$ cat config.mk
export PLATFORM = sky130hd
export DESIGN_NAME = load_store_unit_flat
export DESIGN_NICKNAME = d
export VERILOG_FILES = /design/src/rtl/load_store_unit_if.sv /design/src/rtl/load_store_unit.sv /design/src/flat_wrapper.sv
export SDC_FILE = /design/constraint.sdc
export NUM_CORES = 1
export LEC_CHECK = 0
export CAP_MARGIN = 20
export CELL_PAD_IN_SITES_DETAIL_PLACEMENT = 1
export CELL_PAD_IN_SITES_GLOBAL_PLACEMENT = 2
export CORE_ASPECT_RATIO = 2
export CORE_MARGIN = 2
export CORE_UTILIZATION = 25
export CTS_BUF_LIST = sky130_fd_sc_hd__clkbuf_16
export DETAILED_ROUTE_END_ITERATION = 10
export PLACE_DENSITY_LB_ADDON = 0.1
export SLEW_MARGIN = 15
export SYNTH_ARGS = -nofsm -noshare
export SYNTH_HDL_FRONTEND = slang
export SYNTH_SLANG_ARGS = --single-unit
$ cat constraint.sdc
create_clock -name clk -period 5.1 [get_ports clk]
set_input_delay 1.53 -clock clk [delete_from_list [all_inputs] [get_ports clk]]
set_output_delay 1.53 -clock clk [all_outputs]
set_load 0.02 [all_outputs]
$ cat src/rtl/load_store_unit_if.sv
// Data-bus interface between the load/store unit (master) and the memory
// slave. Avalon-MM style single-transfer bus.
//   address_o     word-aligned byte address
//   read_o        read strobe
//   write_o       write strobe (never together with read_o)
//   byteenable_o  little-endian byte lanes
//   writedata_o   store data, unused lanes zero
//   readdata_i    read data, valid when read_o=1 and waitrequest_i=0
//   waitrequest_i slave stall
interface load_store_unit_if;
  logic [31:0] address_o;
  logic        read_o;
  logic        write_o;
  logic [3:0]  byteenable_o;
  logic [31:0] writedata_o;
  logic [31:0] readdata_i;
  logic        waitrequest_i;

  modport master (
    output address_o, read_o, write_o, byteenable_o, writedata_o,
    input  readdata_i, waitrequest_i
  );

  modport slave (
    input  address_o, read_o, write_o, byteenable_o, writedata_o,
    output readdata_i, waitrequest_i
  );
endinterface

$ cat src/rtl/load_store_unit.sv
// Memory-access stage following the ALU. Runs one bus transfer per
// load/store (LB/LBU/LH/LHU/LW/SB/SH/SW), steers store bytes onto lanes,
// checks alignment and returns the extended load result.
// Ports:
//   clk, rst_n            clock, synchronous active-low reset
//   start_i               request valid (sampled in IDLE only)
//   opcode_i              6-bit opcode, only load/store codes act
//   effective_address_i   byte address from ALU
//   rt_i                  store data (low bits)
//   busy_o                high whenever not IDLE
//   done_o                one-cycle pulse on successful completion
//   load_data_o           extended load result, held until the next load
//   addr_error_o          one-cycle pulse on misaligned request
//   bus_error_o           one-cycle pulse on waitrequest timeout
//   bus                   data-bus master modport
// MAX_WAIT: consecutive waitrequest cycles tolerated before abort, 0 = forever.
module load_store_unit #(
  parameter int MAX_WAIT = 0
) (
  input  logic        clk,
  input  logic        rst_n,
  input  logic        start_i,
  input  logic [5:0]  opcode_i,
  input  logic [31:0] effective_address_i,
  input  logic [31:0] rt_i,
  output logic        busy_o,
  output logic        done_o,
  output logic [31:0] load_data_o,
  output logic        addr_error_o,
  output logic        bus_error_o,
  load_store_unit_if.master bus
);

  localparam logic [5:0] OP_LB  = 6'h20;
  localparam logic [5:0] OP_LH  = 6'h21;
  localparam logic [5:0] OP_LW  = 6'h23;
  localparam logic [5:0] OP_LBU = 6'h24;
  localparam logic [5:0] OP_LHU = 6'h25;
  localparam logic [5:0] OP_SB  = 6'h28;
  localparam logic [5:0] OP_SH  = 6'h29;
  localparam logic [5:0] OP_SW  = 6'h2B;

  localparam logic [1:0] SZ_BYTE = 2'd0;
  localparam logic [1:0] SZ_HALF = 2'd1;
  localparam logic [1:0] SZ_WORD = 2'd2;

  typedef enum logic [1:0] {S_IDLE, S_BUS, S_RESP, S_ERR} state_t;

  state_t      r_state, w_next;
  logic [5:0]  r_op;
  logic [1:0]  r_ofs;
  logic        r_is_load;
  logic [31:0] r_addr;
  logic [3:0]  r_be;
  logic [31:0] r_wd;
  logic [31:0] r_wait_cnt;
  logic [31:0] r_load_data;
  logic        r_bus_err;

  logic        w_is_mem;
  logic        w_is_load;
  logic [1:0]  w_size;
  logic        w_misaligned;
  logic [3:0]  w_be;
  logic [31:0] w_wd;
  logic        w_accept;
  logic        w_timeout;

  // Pick the addressed byte/half out of the bus word and extend it.
  function automatic logic [31:0] load_extend(input logic [5:0]  op,
                                              input logic [1:0]  ofs,
                                              input logic [31:0] rd);
    logic [7:0]  b;
    logic [15:0] h;
    b = rd[{ofs, 3'b000} +: 8];
    h = rd[{ofs[1], 4'b0000} +: 16];
    case (op)
      OP_LB:   load_extend = {{24{b[7]}}, b};
      OP_LBU:  load_extend = {24'd0, b};
      OP_LH:   load_extend = {{16{h[15]}}, h};
      OP_LHU:  load_extend = {16'd0, h};
      default: load_extend = rd;
    endcase
  endfunction

  // Request decode: size, direction, alignment, lane steering.
  always_comb begin
    w_is_mem  = 1'b1;
    w_is_load = 1'b0;
    w_size    = SZ_WORD;
    case (opcode_i)
      OP_LB, OP_LBU: begin w_is_load = 1'b1; w_size = SZ_BYTE; end
      OP_LH, OP_LHU: begin w_is_load = 1'b1; w_size = SZ_HALF; end
      OP_LW:         begin w_is_load = 1'b1; w_size = SZ_WORD; end
      OP_SB:         w_size = SZ_BYTE;
      OP_SH:         w_size = SZ_HALF;
      OP_SW:         w_size = SZ_WORD;
      default:       w_is_mem = 1'b0;
    endcase

    w_misaligned = ((w_size == SZ_HALF) && effective_address_i[0]) ||
                   ((w_size == SZ_WORD) && (effective_address_i[1:0] != 2'b00));

    case (w_size)
      SZ_BYTE: begin
        w_be = 4'b0001 << effective_address_i[1:0];
        w_wd = {4{rt_i[7:0]}};
      end
      SZ_HALF: begin
        w_be = effective_address_i[1] ? 4'b1100 : 4'b0011;
        w_wd = {2{rt_i[15:0]}};
      end
      default: begin
        w_be = 4'b1111;
        w_wd = rt_i;
      end
    endcase
    // Replicated data masked down to the enabled lanes only.
    w_wd = w_wd & {{8{w_be[3]}}, {8{w_be[2]}}, {8{w_be[1]}}, {8{w_be[0]}}};
  end

  assign w_accept  = (r_state == S_IDLE) && start_i && w_is_mem;
  // Abort on the cycle whose stall would make the count reach MAX_WAIT.
  assign w_timeout = (MAX_WAIT > 0) && bus.waitrequest_i &&
                     ((r_wait_cnt + 32'd1) == 32'(MAX_WAIT));

  always_comb begin
    w_next = r_state;
    case (r_state)
      S_IDLE: if (w_accept) w_next = w_misaligned ? S_ERR : S_BUS;
      S_BUS: begin
        if (!bus.waitrequest_i) w_next = S_RESP;
        else if (w_timeout)     w_next = S_IDLE;
      end
      S_RESP:  w_next = S_IDLE;
      S_ERR:   w_next = S_IDLE;
      default: w_next = S_IDLE;
    endcase
  end

  always_ff @(posedge clk) begin
    if (!rst_n) r_state <= S_IDLE;
    else        r_state <= w_next;
  end

  always_ff @(posedge clk) begin
    if (!rst_n) begin
      r_op        <= '0;
      r_ofs       <= '0;
      r_is_load   <= 1'b0;
      r_addr      <= '0;
      r_be        <= '0;
      r_wd        <= '0;
      r_wait_cnt  <= '0;
      r_load_data <= '0;
      r_bus_err   <= 1'b0;
    end else begin
      r_bus_err <= (r_state == S_BUS) && w_timeout;
      if (w_accept) begin
        r_op       <= opcode_i;
        r_ofs      <= effective_address_i[1:0];
        r_is_load  <= w_is_load;
        r_addr     <= {effective_address_i[31:2], 2'b00};
        r_be       <= w_be;
        r_wd       <= w_wd;
        r_wait_cnt <= '0;
      end
      if (r_state == S_BUS) begin
        if (bus.waitrequest_i) begin
          r_wait_cnt <= r_wait_cnt + 32'd1;
        end else if (r_is_load) begin
          r_load_data <= load_extend(r_op, r_ofs, bus.readdata_i);
        end
      end
    end
  end

  assign busy_o       = (r_state != S_IDLE);
  assign done_o       = (r_state == S_RESP);
  assign addr_error_o = (r_state == S_ERR);
  assign bus_error_o  = r_bus_err;
  assign load_data_o  = r_load_data;

  assign bus.address_o    = r_addr;
  assign bus.byteenable_o = r_be;
  assign bus.writedata_o  = r_wd;
  assign bus.read_o       = (r_state == S_BUS) && r_is_load;
  assign bus.write_o      = (r_state == S_BUS) && !r_is_load;

endmodule

$ cat src/flat_wrapper.sv
// flat-port wrapper written by rule: the top's interface ports become plain ports
module load_store_unit_flat 
#(
  parameter int MAX_WAIT = 0
)
  (clk, rst_n, start_i, opcode_i, effective_address_i, rt_i, busy_o, done_o, load_data_o, addr_error_o, bus_error_o, bus_address_o, bus_read_o, bus_write_o, bus_byteenable_o, bus_writedata_o, bus_readdata_i, bus_waitrequest_i);
  load_store_unit_if bus_i ();
  input  logic clk;
  input  logic rst_n;
  input  logic start_i;
  input  logic [5:0] opcode_i;
  input  logic [31:0] effective_address_i;
  input  logic [31:0] rt_i;
  output logic busy_o;
  output logic done_o;
  output logic [31:0] load_data_o;
  output logic addr_error_o;
  output logic bus_error_o;
  output wire logic [$bits(bus_i.address_o)-1:0] bus_address_o;
  output wire logic [$bits(bus_i.read_o)-1:0] bus_read_o;
  output wire logic [$bits(bus_i.write_o)-1:0] bus_write_o;
  output wire logic [$bits(bus_i.byteenable_o)-1:0] bus_byteenable_o;
  output wire logic [$bits(bus_i.writedata_o)-1:0] bus_writedata_o;
  input wire logic [$bits(bus_i.readdata_i)-1:0] bus_readdata_i;
  input wire logic [$bits(bus_i.waitrequest_i)-1:0] bus_waitrequest_i;
  assign bus_address_o = bus_i.address_o;
  assign bus_read_o = bus_i.read_o;
  assign bus_write_o = bus_i.write_o;
  assign bus_byteenable_o = bus_i.byteenable_o;
  assign bus_writedata_o = bus_i.writedata_o;
  assign bus_i.readdata_i = bus_readdata_i;
  assign bus_i.waitrequest_i = bus_waitrequest_i;
  load_store_unit #(.MAX_WAIT(MAX_WAIT)) u_core (.clk(clk), .rst_n(rst_n), .start_i(start_i), .opcode_i(opcode_i), .effective_address_i(effective_address_i), .rt_i(rt_i), .busy_o(busy_o), .done_o(done_o), .load_data_o(load_data_o), .addr_error_o(addr_error_o), .bus_error_o(bus_error_o), .bus(bus_i));
endmodule
Word level (Yosys, flattened, before mapping)
Index checks and enable logic that the tools add are counted.

Equality and inequality tests: 19. Shift operators: 3. Muxes and demuxes: 11. Bitwise operators: 2. Reductions and logical operators: 19.

Operator list (number): $pmux W32 S4 (1); $eq A6 B6 Y1 const B (12); $pmux W32 S2 (1); $and A32 B32 Y32 (1); $shiftx A32 B6 Y16 (1); $shiftx A32 B6 Y8 (1); $pmux W4 S2 (1); $reduce_or A8 Y1 (1); $eq A2 B2 Y1 const B (3); $logic_and A1 B1 Y1 (6); $mux W2 (3); $pmux W2 S3 (1); $reduce_or A3 Y1 (2); $reduce_or A5 Y1 (1); $eq A2 B1 Y1 const B (2); $logic_not A2 Y1 (2); $mux W4 (1); $pmux W2 S2 (1); $reduce_bool A2 Y1 (2); $shl A1 B2 Y4 const A (1); $reduce_and A3 Y1 (1); $mux W1 (2); $ne A2 B1 Y1 const B (1); $ne A2 B2 Y1 const B (1); 5 further kinds (5).

Register bits after elaboration: 109. Input port bits: 106. Word-level logic and storage cells: 62.

Logic depth before layout (Yosys ltp)
Gate-level depths: netlist of run 1.

Depth after elaboration: 9. Mapped depth: 7. Gate-level depth less buffers: 4.

Least setup slack after synthesis of run 1
No wires, ideal clock.

Kind: in2reg. From: input opcode_i[1]. To: register u_core.r_wd[24], in the netlist u_core.bus.writedata_o[24]. Library setup time: 0.124 ns. Data arrival time: 2.683 ns. Path slack: 2.293 ns. Stages: 6. Path buffers: 2. Cell sequence: clkbuf_1 > inv_1 > o2111ai_1 > or3_1 > clkbuf_1 > o2bb2ai_1.

Word-level cells in the longest chain between the ends: 6.

RTL lines: from (decl) (line flat_wrapper.sv:11) `input logic [5:0] opcode_i;`; $eq A6 B6 Y1 (line load_store_unit.sv:91) `case (opcode_i)`; $reduce_or A3 Y1 (no source line); $pmux W2 S2 (line load_store_unit.sv:91); $eq A2 B1 Y1 or $logic_not A2 Y1 (tied branches) (line load_store_unit.sv:104) `case (w_size)`; $pmux W32 S2 or $pmux W4 S2 (tied branches) (line load_store_unit.sv:104); $and A32 B32 Y32 (line load_store_unit.sv:119) `w_wd = w_wd & {{8{w_be[3]}}, {8{w_be[2]}}, {8{w_be[1]}}, {8{w_be[0]}}};`; to (signal assigned) (line load_store_unit.sv:165) `r_wd <= w_wd;`; to (decl) (line load_store_unit.sv:55) `logic [31:0] r_wd;`.

Parallel ways exist; a longest one is shown, timed or not. A chain may end at the register's enable or synchronous reset.

Worst setup path after layout of run 1
From: input opcode_i[5]. To: register u_core.r_wd[30], in the netlist u_core.bus.writedata_o[30].

Same word-level chain as after synthesis.

==> metrics, run 1 <==
Via Count=4555; grt total ovfl=0; H-tree lvl count=3; crit path capture type=flop; Clk pwr share=38.1%; Worst Path Max Fanout=16; critical path class=primary input to flop; status=finished, final reports clean; largest net degree at the start of global routing=43; Synth Cell Area=4620 um^2; antenna viol nets, final=0; Max Slew Vio Count=0; Sw Share=26.1%; # rows=70; detailed-placement wirelength estimate=13700 um; WP data arrival=3.69 ns; clk slew on worst S/H paths=0.07 ns; first-pass GRT wire length=27700 um; final setup fails=0; Final Wtd Congestion=approximately 0.79; Final Hold Fails=0; die area=between 15000 and 20000 um^2; CTS tree=built; max_cap viols=0; Chip Width=100 um; Num CTS Buffers=9; yosys synthesis warning count=0; nets=807; syn avg cell area=around 8.9 um^2; Starting Density=25.4%; Synth cell types=45; ANT cells=0; Post-Route Setup TNS=0 ns; final worst path period share=between 60% and 70%; maximum clock frequency=289 MHz; CP startpoint kind=primary input; worst hold path class=flop to flop; Flop pwr share=48.3%; Clock Latency Late Sink=0.35 ns; commonest non-fill, non-tap cell in the layout=clkdlybuf4s50_1; asr flop ratio synth=0%; Synth-to-Final Area Change=55.4%; total track usage=18.3%; combinational share of power=a little over an eighth; Non-Filler Instances=922; WL/cell=19.5 um; leak pwr=~2.6 nW; setup bufs post-CTS=0; DIE HEIGHT=196 um; RSZ-0062 raised after global routing=no; Worst Path Required=about 5.3 ns; Pwr per Cell Area=around 250 nW/um^2; io pins=approximately 210; Post-route DRC=0; share of cells above drive strength 1=7.08%; number of flops mapped to enable cells by yosys=0; Gate Count Post-Synth=between 500 and 600; TritonRoute pass-1 iters=4; Least-Margin Pin Slew=1.01 ns; Tmin final=about 3.5 ns; CORE AREA=18200 um^2; Seq/Total Area, Yosys=47.2%; Final Skew=~0.009 ns; PortBufs=208; vias in the first global route=slightly above 5000; placed cells=906; CTS max path bufs=2; Root Buffer=clkbuf_16; Iter 0 DRT Violations=99; sw power=0.000472 W; Power Internal=0.00133 W; CTS Hold Buffers Added=0; relative slew slack=between 30% and 40%; initial antenna violation count=0; Synth Flop Type=dfxtp_1; drt total wl=18000 um; Gates resized, CTS repair=0; Yosys reg bits=~110; CTS Sinks=109; DR vias/cell=between 4 and 5; worst IR drop on VDD=0.216 mV; most frequent cells in the layout=208 x clkdlybuf4s50_1, 114 x nand2_1, 109 x dfxtp_1
-- layout make-up --
| cell class | count | area, um^2 |
|---|---|---|
| Inverter | 4 | 15.0 |
| Multi-Input combinational cell | 360 | 2250 |
| Timing Repair Buffer | 217 | 2170 |
| Tap cell | 216 | 270 |
| Clock buffer | 9 | 225 |
| Fill cell | 2106 | 11000 |
| Sequential cell | 109 | 2180 |
| Clock inverter | 7 | 60.1 |
-- cells in the mapped netlist (2+ instances only) --
| cell type | instances | share of area, % |
|---|---|---|
| a211oi_1 | 3 | 0.49 |
| o2bb2ai_1 | 24 | 4.6 |
| buf_1 | 6 | 0.49 |
| and2_1 | 5 | 0.68 |
| nand2_1 | 114 | 9.3 |
| nand2b_1 | 3 | 0.41 |
| nor2_1 | 10 | 0.81 |
| a32oi_1 | 7 | 1.3 |
| clkbuf_1 | 27 | 2.2 |
| buf_2 | 10 | 1.1 |
| and3_1 | 2 | 0.27 |
| nor2b_1 | 6 | 0.81 |
| mux4_2 | 7 | 3.4 |
| inv_1 | 4 | 0.32 |
| a22o_1 | 8 | 1.5 |
| or2_2 | 2 | 0.27 |
| a21oi_1 | 56 | 6.1 |
| nand3_1 | 3 | 0.32 |
| mux2i_1 | 25 | 5.4 |
| dfxtp_1 | 109 | 47 |
| mux2_2 | 10 | 2.4 |
| o21ai_0 | 33 | 3.6 |
| a31oi_1 | 16 | 2.2 |
| buf_4 | 3 | 0.49 |
| nor3_1 | 4 | 0.43 |
-- path summary, 6_finish.rpt --
path | startpoint | to | slack (ns) | cells past startpoint
worst max-delay path | opcode_i[5] | u_core.bus.writedata_o[30] | 1.64 | 5
worst min-delay path | u_core.bus.address_o[27] | u_core.bus.address_o[27] | 0.46 | 2
worst max register to register | u_core.r_ofs[1] | u_core.load_data_o[19] | 2.80 | 4
worst min register to register | u_core.bus.address_o[27] | u_core.bus.address_o[27] | 0.46 | 2
-- power by group through the flow --
| stage | sequential [W] | combinational (W) | clock [W] |
|---|---|---|---|
| 3_3_place_gp | 0.000893 | 0.000244 | 0 |
| 3_5_place_dp | 0.000893 | 0.000249 | 0 |
| 2_1_floorplan | 0.000903 | 0.0000861 | 0 |
| 4_1_cts | 0.000873 | 0.000250 | 0.000720 |
| 5_1_grt | 0.000875 | 0.000264 | 0.000755 |
| 6_report | 0.000873 | 0.000245 | 0.000688 |
-- cells by family after synthesis --
logic type             count (synthesis)  share of synthesized area (%)
DFF                                  109                           47.2
other                                  1                         0.0812
and+or+nand+nor                      156                           14.7
buffers and inverters                 50                           4.58
muxes                                 42                           11.3
AOI/OAI and AO/OA                    159                           22.2
-- flip-flops by register name, indices dropped and copies added (netlist names) --
register,cells
u_core.bus.byteenable_o,4
u_core.bus.address_o,30
u_core.r_op,6
u_core.bus.writedata_o,32
u_core.r_is_load,1
u_core.r_ofs,2
u_core.r_state,2
u_core.load_data_o,32
-- worst max-delay path, cell delays in order --
cell and delay, ns:
clkdlybuf4s50_1 0.45, nor2b_1 0.41, and3_1 0.92, mux2i_1 0.29, o2bb2ai_1 0.08
-- per-layer routing --
metal | routed length, um | global-route usage [%] | vias up
met5 | 0 | 0 | -
met4 | 779 | 9.49 | 0
met3 | 878 | 3.71 | 23
met2 | 9930 | 34.7 | 146
met1 | 6390 | 18.2 | 2190
li1 | - | - | 2196
-- metrics by stage --
stage               instance area (um^2)  hold slack [ns]  worst slack (ns)  total power, W  util (%)
floorplan                           4630            0.446              2.29        0.000990         -
global placement                    6860            0.442              1.31         0.00114      37.7
detailed placement                  6890            0.449              1.25         0.00114      37.8
CTS                                 7180            0.460              1.63         0.00184      39.4
global route                        7180            0.483              1.47         0.00189      39.4
finish                              7180            0.457              1.64         0.00181      39.4
Power figures use the tool's default switching activity.
==> run 2, diff against run 1 <==
--- a/config.mk
+++ b/config.mk
@@ -10,7 +10,7 @@
 export CELL_PAD_IN_SITES_GLOBAL_PLACEMENT = 2
 export CORE_ASPECT_RATIO = 2
 export CORE_MARGIN = 2
-export CORE_UTILIZATION = 25
+export CORE_UTILIZATION = 21
 export CTS_BUF_LIST = sky130_fd_sc_hd__clkbuf_16
 export DETAILED_ROUTE_END_ITERATION = 10
 export PLACE_DENSITY_LB_ADDON = 0.1
==> constraint.sdc (replaced) <==
create_clock -name clk -period 3 [get_ports clk]
set_input_delay 0.9 -clock clk [delete_from_list [all_inputs] [get_ports clk]]
set_output_delay 0.9 -clock clk [all_outputs]
set_load 0.02 [all_outputs]
==> run 2 against run 1 <==
- global-route usage shrank 1.2 points
- first-iteration DRC count grew 42%
- setup slack worse by 1.3 ns
- clock power grew 66%
- sequential cell count did not move
- critical endpoint is now bus_write_o
- largest cell class is now non-clock buffers
- highest routed layer unchanged
==> metrics, run 2 (synthesized netlist as in run 1, its figures left out) <==
status=finished, final reports clean; nets=823 (+2.0%); Final Hold Fails=0 (unchanged); Post-Route Setup TNS=0 ns (unchanged); Final Wtd Congestion=0.793 (+0.71%); Final Skew=0.00827 ns (-0.000813 ns); CORE AREA=21600 um^2 (+18%); leak pwr=2.64 nW (+2.8%); largest net degree at the start of global routing=37 (-14%); Via Count=4641 (+1.9%); most frequent cells in the layout=208 x clkdlybuf4s50_1, 114 x nand2_1, 109 x dfxtp_1; vias in the first global route=5190 (+2.3%); initial antenna violation count=0 (unchanged); Gates resized, CTS repair=0 (unchanged); Clock Latency Late Sink=0.37 ns (+0.02 ns); grt total ovfl=0 (unchanged); CTS tree=built; Worst Path Required=2.10 ns (-3.23 ns); WL/cell=19.7 um (+1.2%); TritonRoute pass-1 iters=4 (unchanged); Iter 0 DRT Violations=141 (+42%); first-pass GRT wire length=29400 um (+6.1%); detailed-placement wirelength estimate=15200 um (+11%); Tmin final=2.70 ns; total power=0.00305 W (+69%); setup bufs post-CTS=0 (unchanged); Flop pwr share=48.7% (+0.4 points); Hold Crit Start=u_core.bus.address_o[31]; CP startpoint kind=flop; Power Internal=0.00226 W (+69%); Post-route DRC=0 (unchanged); crit path capture type=output port; CTS Sinks=109 (unchanged); Chip Width=109 um (+8.7%); maximum clock frequency=371 MHz; final setup fails=0 (unchanged); register-to-register setup slack=0.90 ns (-1.90 ns); ANT cells=0 (unchanged); Worst path max stage delay=0.61 ns (-0.31 ns); CTS max path bufs=2 (unchanged); Hold WS=0.455 ns (-0.00266 ns); Root Buffer=clkbuf_16; crit path max-delay cell type=clkdlybuf4s50_1; max_cap viols=0 (unchanged); CTS Hold Buffers Added=0 (unchanged); io pins=212 (unchanged); Least-Margin Pin Slew=0.646 ns (-0.364 ns); combinational share of power=14.1% (+0.5 points); final worst path period share=89.9%; H-tree lvl count=3 (unchanged); relative slew slack=56.8% (+24 points); Sw Share=26.0% (-0.17 points); RSZ-0062 raised after global routing=no; total track usage=17.1% (-1.2 points); worst r2r path cells=4 (unchanged); Worst R2R Start=u_core.r_op[1]; worst IR drop on VDD=0.216 mV (-0.15%); crit-path cells=and2b_1 > nor2b_1 > clkdlybuf4s50_1; Clk pwr share=37.3% (-0.8 points); worst hold path depth=2 (unchanged); WHS Endpoint=u_core.bus.address_o[31]; Pwr per Cell Area=415 nW/um^2 (+65%); Synth-to-Final Area Change=59.0%; worst hold path class=flop to flop; commonest non-fill, non-tap cell in the layout=clkdlybuf4s50_1; Worst R2R End=u_core.load_data_o[11]; antenna viol nets, final=0 (unchanged); drt total wl=19600 um (+9.2%); DIE HEIGHT=214 um (+8.9%); DR vias/cell=4.66 (-5.6%); # rows=76 (+8.6%); clk slew on worst S/H paths=0.08 ns (about the same); die area=23300 um^2 (+18%); PortBufs=208 (unchanged); Starting Density=21.4% (-4.0 points); share of cells above drive strength 1=8.86% (+1.8 points); WP data arrival=1.80 ns (-1.89 ns); Num CTS Buffers=9 (unchanged); sw power=0.000791 W (+68%); critical path class=flop to output port; Max Slew Vio Count=0 (unchanged); Worst Path Max Fanout=7 (-9)
run 2: cell count changes in the layout (fill, tap and decap cells not counted):
cell	delta
buf_4	+16
inv_8	-2
buf_12	+1
buf_16	-1
clkinv_1	+1
clkinv_2	+1
clkinv_4	-1
clkinvlp_4	-1
inv_1	+1
inv_6	+1
run 2: worst max-delay path, delay by kind of cell, from the launching register on:
family / cells / cell delay (ns)
buffers and inverters: 1 / 0.61
DFF: 1 / 0.45
and+or+nand+nor: 2 / 0.37
run 2: how the worst max path moves through the flow:
stage	depth (start not counted)	from	end
after CTS	3	u_core.r_state[0]	bus_write_o
final	3	u_core.r_state[0]	bus_write_o
after floorplan	6	opcode_i[1]	u_core.bus.writedata_o[24]
after global routing	3	u_core.r_state[0]	bus_write_o
after global placement	7	start_i	u_core.bus.writedata_o[7]
after detailed placement	6	opcode_i[5]	u_core.bus.writedata_o[24]
run 2: layout make-up:
class | count | area (um^2)
clock buffers | 9 | 225
clock inverters | 7 | 42.5
fillers | 2519 | 14200
inverters | 4 | 15.0
multi-input cells | 360 | 2250
flip-flops and latches | 109 | 2180
well taps | 273 | 342
repair buffers | 233 | 2280
run 2: power by group through the flow:
| stage | clock [W] | combinational, W | sequential [W] |
|---|---|---|---|
| 2_1_floorplan | 0 | 0.000146 | 0.00154 |
| 3_3_place_gp | 0 | 0.000431 | 0.00152 |
| 3_5_place_dp | 0 | 0.000435 | 0.00152 |
| 4_1_cts | 0.00121 | 0.000438 | 0.00148 |
| 5_1_grt | 0.00126 | 0.000462 | 0.00149 |
| 6_report | 0.00114 | 0.000428 | 0.00148 |
run 2: routing by layer:
metal | global-route usage (%) | part of all wire, % | up-vias
met2 | 33.9 | 58 | 146
met4 | 7.65 | 3.3 | 0
met1 | 15.2 | 33 | 2241
met3 | 5.29 | 6.1 | 25
li1 | - | - | 2229
met5 | 0 | 0 | -
run 2: through the flow:
| step | instance area [um^2] | utilization [%] | setup WS [ns] | instances |
|---|---|---|---|---|
| after floorplan | 4630 | - | 0.823 | 519 |
| after global placement | 7080 | 32.8 | 0.241 | 979 |
| after detailed placement | 7080 | 32.8 | 0.243 | 979 |
| after CTS | 7340 | 34.0 | 0.224 | 995 |
| after global routing | 7340 | 34.0 | 0.173 | 995 |
| final | 7340 | 34.0 | 0.304 | 995 |
==> RTL edit 1 (settings of run 2) <==
Put a register stage on the output `addr_error_o`, without a reset. The value now appears one clock later. The other outputs are not delayed to match. Comments in the files are not updated.
--- a/src/rtl/load_store_unit.sv
+++ b/src/rtl/load_store_unit.sv
@@ -178,5 +178,7 @@
   assign busy_o       = (r_state != S_IDLE);
   assign done_o       = (r_state == S_RESP);
-  assign addr_error_o = (r_state == S_ERR);
+  always_ff @(posedge clk) begin
+    addr_error_o <= (r_state == S_ERR);
+  end
   assign bus_error_o  = r_bus_err;
   assign load_data_o  = r_load_data;
Behaviour: not the same (Yosys sat finds a counterexample within 4 cycles, from zero or initial values and one cycle with rst_n low).
==> RTL edit 1 against run 2 <==
Area after synthesis grew 8.8%; worst hold slack improved by 0.0023 ns; clock skew barely moved; register-to-register slack improved by 0.09 ns; setup slack worse by 0.049 ns; sequential share of layout area fell by 1.4 points; die area rose by 8.5%; power rose by 11%; clock power rose by 25%; design area grew 5.9%; sequential cell count grew 1; combinational power up 4%; routed wire length up 3.0%; critical endpoint is now bus_read_o.
==> RTL edit 1: results (changes against run 2) <==
Run status
  – Result of the run: finished, final reports clean

Synth
  – Post-synth cell types: 47 (+4.4%)
  – Mux contribution to synthesized area: 8.27% (-3.0 points)
  – Synth area leaders: dfxtp_1, nand2_1, mux2i_1, a21boi_0, o21ai_0
  – Synth Instances: 593 (+15%)

Setup path
  – WP data arrival: 1.85 ns (+0.05 ns)
  – Register-to-register setup slack: 0.99 ns (+0.09 ns)

GRT
  – GR met2 Demand/Resource: 32.5% (-1.5 points)
  – Global-route wire length before repair: 31200 um (+6.0%)
  – Global Route met1 Usage: 16.3% (+1.1 points)
  – Gr usage total: 16.3% (-0.87 points)
  – Vias in the first global route: 5326 (+2.6%)
  – Met3 Track Usage GR: 3.76% (-1.5 points)
  – Largest net degree at the start of global routing: 51 (+38%)

Drt
  – M1 WL: 7450 um (+15%)
  – Detailed Route Iter0 Violations: 132 (-6.4%)
  – Total number of vias: 4937 (+6.4%)
  – DR WL met3: 896 um (-25%)
  – WL met2: 11700 um (+3.2%)
  – Via/cell ratio: 4.57 (-2.0%)

Power and ir drop
  – Leakage power: 2.84 nW (+7.3%)
  – Worst vdd ir: 0.213 mV (-1.1%)
  – P_clk: 0.00143 W (+25%)
  – Internal Power: 0.00254 W (+13%)
  – Combinational Power: 0.000443 W (+4%)

Layout
  – Final Net Count: 894 (+8.6%)

Placement
  – HPWL Detailed: 15400 um (+1.4%)
  – # placed instances: 1064 (+8.7%)
  – GPL Wtd Cong: 0.739 (-6.8%)

STA
  – Final Skew: 0.00811 ns (-0.000165 ns)
  – FMAX: 364 MHz (-1.8%)
-- RTL edit 1: area by class of cell --
class / count / area (um^2) / share of cell area [%]
tap: 287 / 359 / 4.62
multi-input combinational: 431 / 2560 / 33.0
sequential: 110 / 2200 / 28.3
inverter: 9 / 33.8 / 0.434
clock inverter: 7 / 121 / 1.56
clock buffer: 9 / 225 / 2.90
timing repair buffer: 227 / 2270 / 29.2
-- RTL edit 1: worst paths after layout --
| check | depth (start not counted) | endpoint | start |
|---|---|---|---|
| worst max-delay path | 3 | bus_read_o | u_core.r_state[0]$_SDFFE_PN0P_ |
| worst min-delay path | 2 | u_core.load_data_o[8]$_SDFFE_PN0P_ | u_core.load_data_o[8]$_SDFFE_PN0P_ |
| worst min register to register | 2 | u_core.load_data_o[8]$_SDFFE_PN0P_ | u_core.load_data_o[8]$_SDFFE_PN0P_ |
| worst max register to register | 6 | u_core.load_data_o[0]$_SDFFE_PN0P_ | u_core.r_ofs[0]$_SDFFE_PN0P_ |
==> RTL edit 2 (config.mk and constraints of run 2) <==
Without the edit above. Encoding of `state_t`: now one-hot (4 bits for 4 states).
--- a/src/rtl/load_store_unit.sv
+++ b/src/rtl/load_store_unit.sv
@@ -45,5 +45,5 @@
   localparam logic [1:0] SZ_WORD = 2'd2;
 
-  typedef enum logic [1:0] {S_IDLE, S_BUS, S_RESP, S_ERR} state_t;
+  typedef enum logic [3:0] {S_IDLE = 4'b0001, S_BUS = 4'b0010, S_RESP = 4'b0100, S_ERR = 4'b1000} state_t;
 
   state_t      r_state, w_next;
Check against the original RTL: no difference found for any inputs over 4 cycles, from zero or initial values and one cycle with rst_n low; so few cycles prove little.
==> RTL edit 2 against run 2 <==
Sequential cell count rose by 2; area after synthesis rose by 10%; routed wire length rose by 10%; maximum frequency fell by 3.9%; power rose by 2.2%; setup slack got worse by 0.11 ns; largest power group unchanged; design area rose by 7.5%; critical path depth did not move.
==> RTL edit 2: results (changes against run 2) <==
Placement
  – Placed inst area: 7640 um^2 (+7.9%)
  – GPL Wtd Cong: 0.741 (-6.6%)
  – DP Worst Slack: -0.0306 ns (-0.273 ns)
  – HPWL Detailed: 16600 um (+9.4%)

Synth
  – Synth Area per Inst: 8.46 um^2 (-5.3%)
  – Post-synth cell types: 48 (+6.7%)
  – Synth area leaders: dfxtp_1, nand2_1, a21boi_0, mux2i_1, o21ai_0
  – Post-synth top cells: nand2_1, dfxtp_1, a21boi_0, o21ai_0, clkbuf_1
  – Register area share after synthesis: 43.7% (-3.6 points)

Layout
  – Seq. cell area: 2220 um^2 (+1.8%)
  – Fillers: 2804 (+11%)
  – Layout cells sized above 1: 7.97% (-0.89 points)

Setup path
  – Reg2reg end: u_core.bus.writedata_o[30]$_SDFFE_PN0P_
  – Worst r2r src: u_core.r_state[3]$_SDFFE_PN0P_
  – Critical Path Fanout Max: 4 (-3)
  – WP data arrival: 1.91 ns (+0.11 ns)
  – Setup crit start: u_core.r_state[1]$_SDFFE_PN0P_
  – CP peak stage delay: 0.65 ns (+0.04 ns)
  – Worst reg2reg path depth: 6 (+2)
  – Register-to-register setup slack: 0.86 ns (-0.04 ns)

GRT
  – Gr usage total: 17.2% (+0.063 points)
  – GR met2 Demand/Resource: 34.0% (+0.062 points)
  – Largest net degree at the start of global routing: 58 (+57%)
  – Met3 Track Usage GR: 4.17% (-1.1 points)
  – Vias in the first global route: 5642 (+8.7%)
  – Global Route met1 Usage: 16.6% (+1.4 points)
  – Global-route wire length before repair: 33000 um (+12%)

Drt
  – Total number of vias: 5159 (+11%)
  – Final Routed Wirelength: 21600 um (+10%)

Run status
  – Result of the run: finished, final reports clean

STA
  – PnR worst setup slack: 0.195 ns (-0.109 ns)
  – Worst hold margin: 0.456 ns (+0.00160 ns)
  – Final Skew: 0.00640 ns (-0.00187 ns)

Power and ir drop
  – Leakage power: 2.92 nW (+10%)
  – Internal Power: 0.00229 W (+1.6%)

Clock network
  – Setup Buffers After CTS: 0 (unchanged)
[RTL edit 2: cell count changes in the layout (fill, tap and decap cells not counted), moves of 9 or more]
cell	delta
nand3_1	+10
o21a_1	+9
o2bb2ai_1	-24
nor2_1	+12
a21boi_0	+47
a21oi_1	-28
nand2_1	+13
a31oi_1	-15
o21ai_0	+11
[RTL edit 2: power groups by stage]
| stage | Clock, W | Combinational (W) | Sequential (W) |
|---|---|---|---|
| 2_1_floorplan | 0 | 0.000160 | 0.00157 |
| 5_1_grt | 0.00127 | 0.000498 | 0.00152 |
| 3_3_place_gp | 0 | 0.000466 | 0.00155 |
| 3_5_place_dp | 0 | 0.000469 | 0.00155 |
| 4_1_cts | 0.00121 | 0.000471 | 0.00151 |
| 6_report | 0.00114 | 0.000461 | 0.00151 |
[RTL edit 2: final cells by class]
class	instances	share of cell area, %
clock inverters	6	0.380
flip-flops and latches	111	28.2
inverters	4	0.190
repair buffers	236	30.1
clock buffers	9	2.85
multi-input cells	437	33.8
well taps	287	4.55
[RTL edit 2: cells by family (layout without fill, tap and decap cells)]
family	after synthesis	after routing	share of synthesized area, %
DFF	111	111	43.7
other	1	3	0.0737
buffers and inverters	55	255	4.43
muxes	33	33	6.94
AOI/OAI and AO/OA	183	183	24.1
and+or+nand+nor	218	218	20.8
[RTL edit 2: per-layer routing]
metal	routed length, um	up-vias
met4	610	0
met2	12500	139
li1	-	2497
met3	1080	24
met5	0	-
met1	7460	2499
[RTL edit 2: worst register-to-register path, cell delays in order, from the launching register on]
cell and delay, ns:
dfxtp_1 0.37, nor4b_4 0.40, o21ai_1 0.15, or2_4 0.29
buf_12 0.17, or4b_1 0.54, a21boi_1 0.16
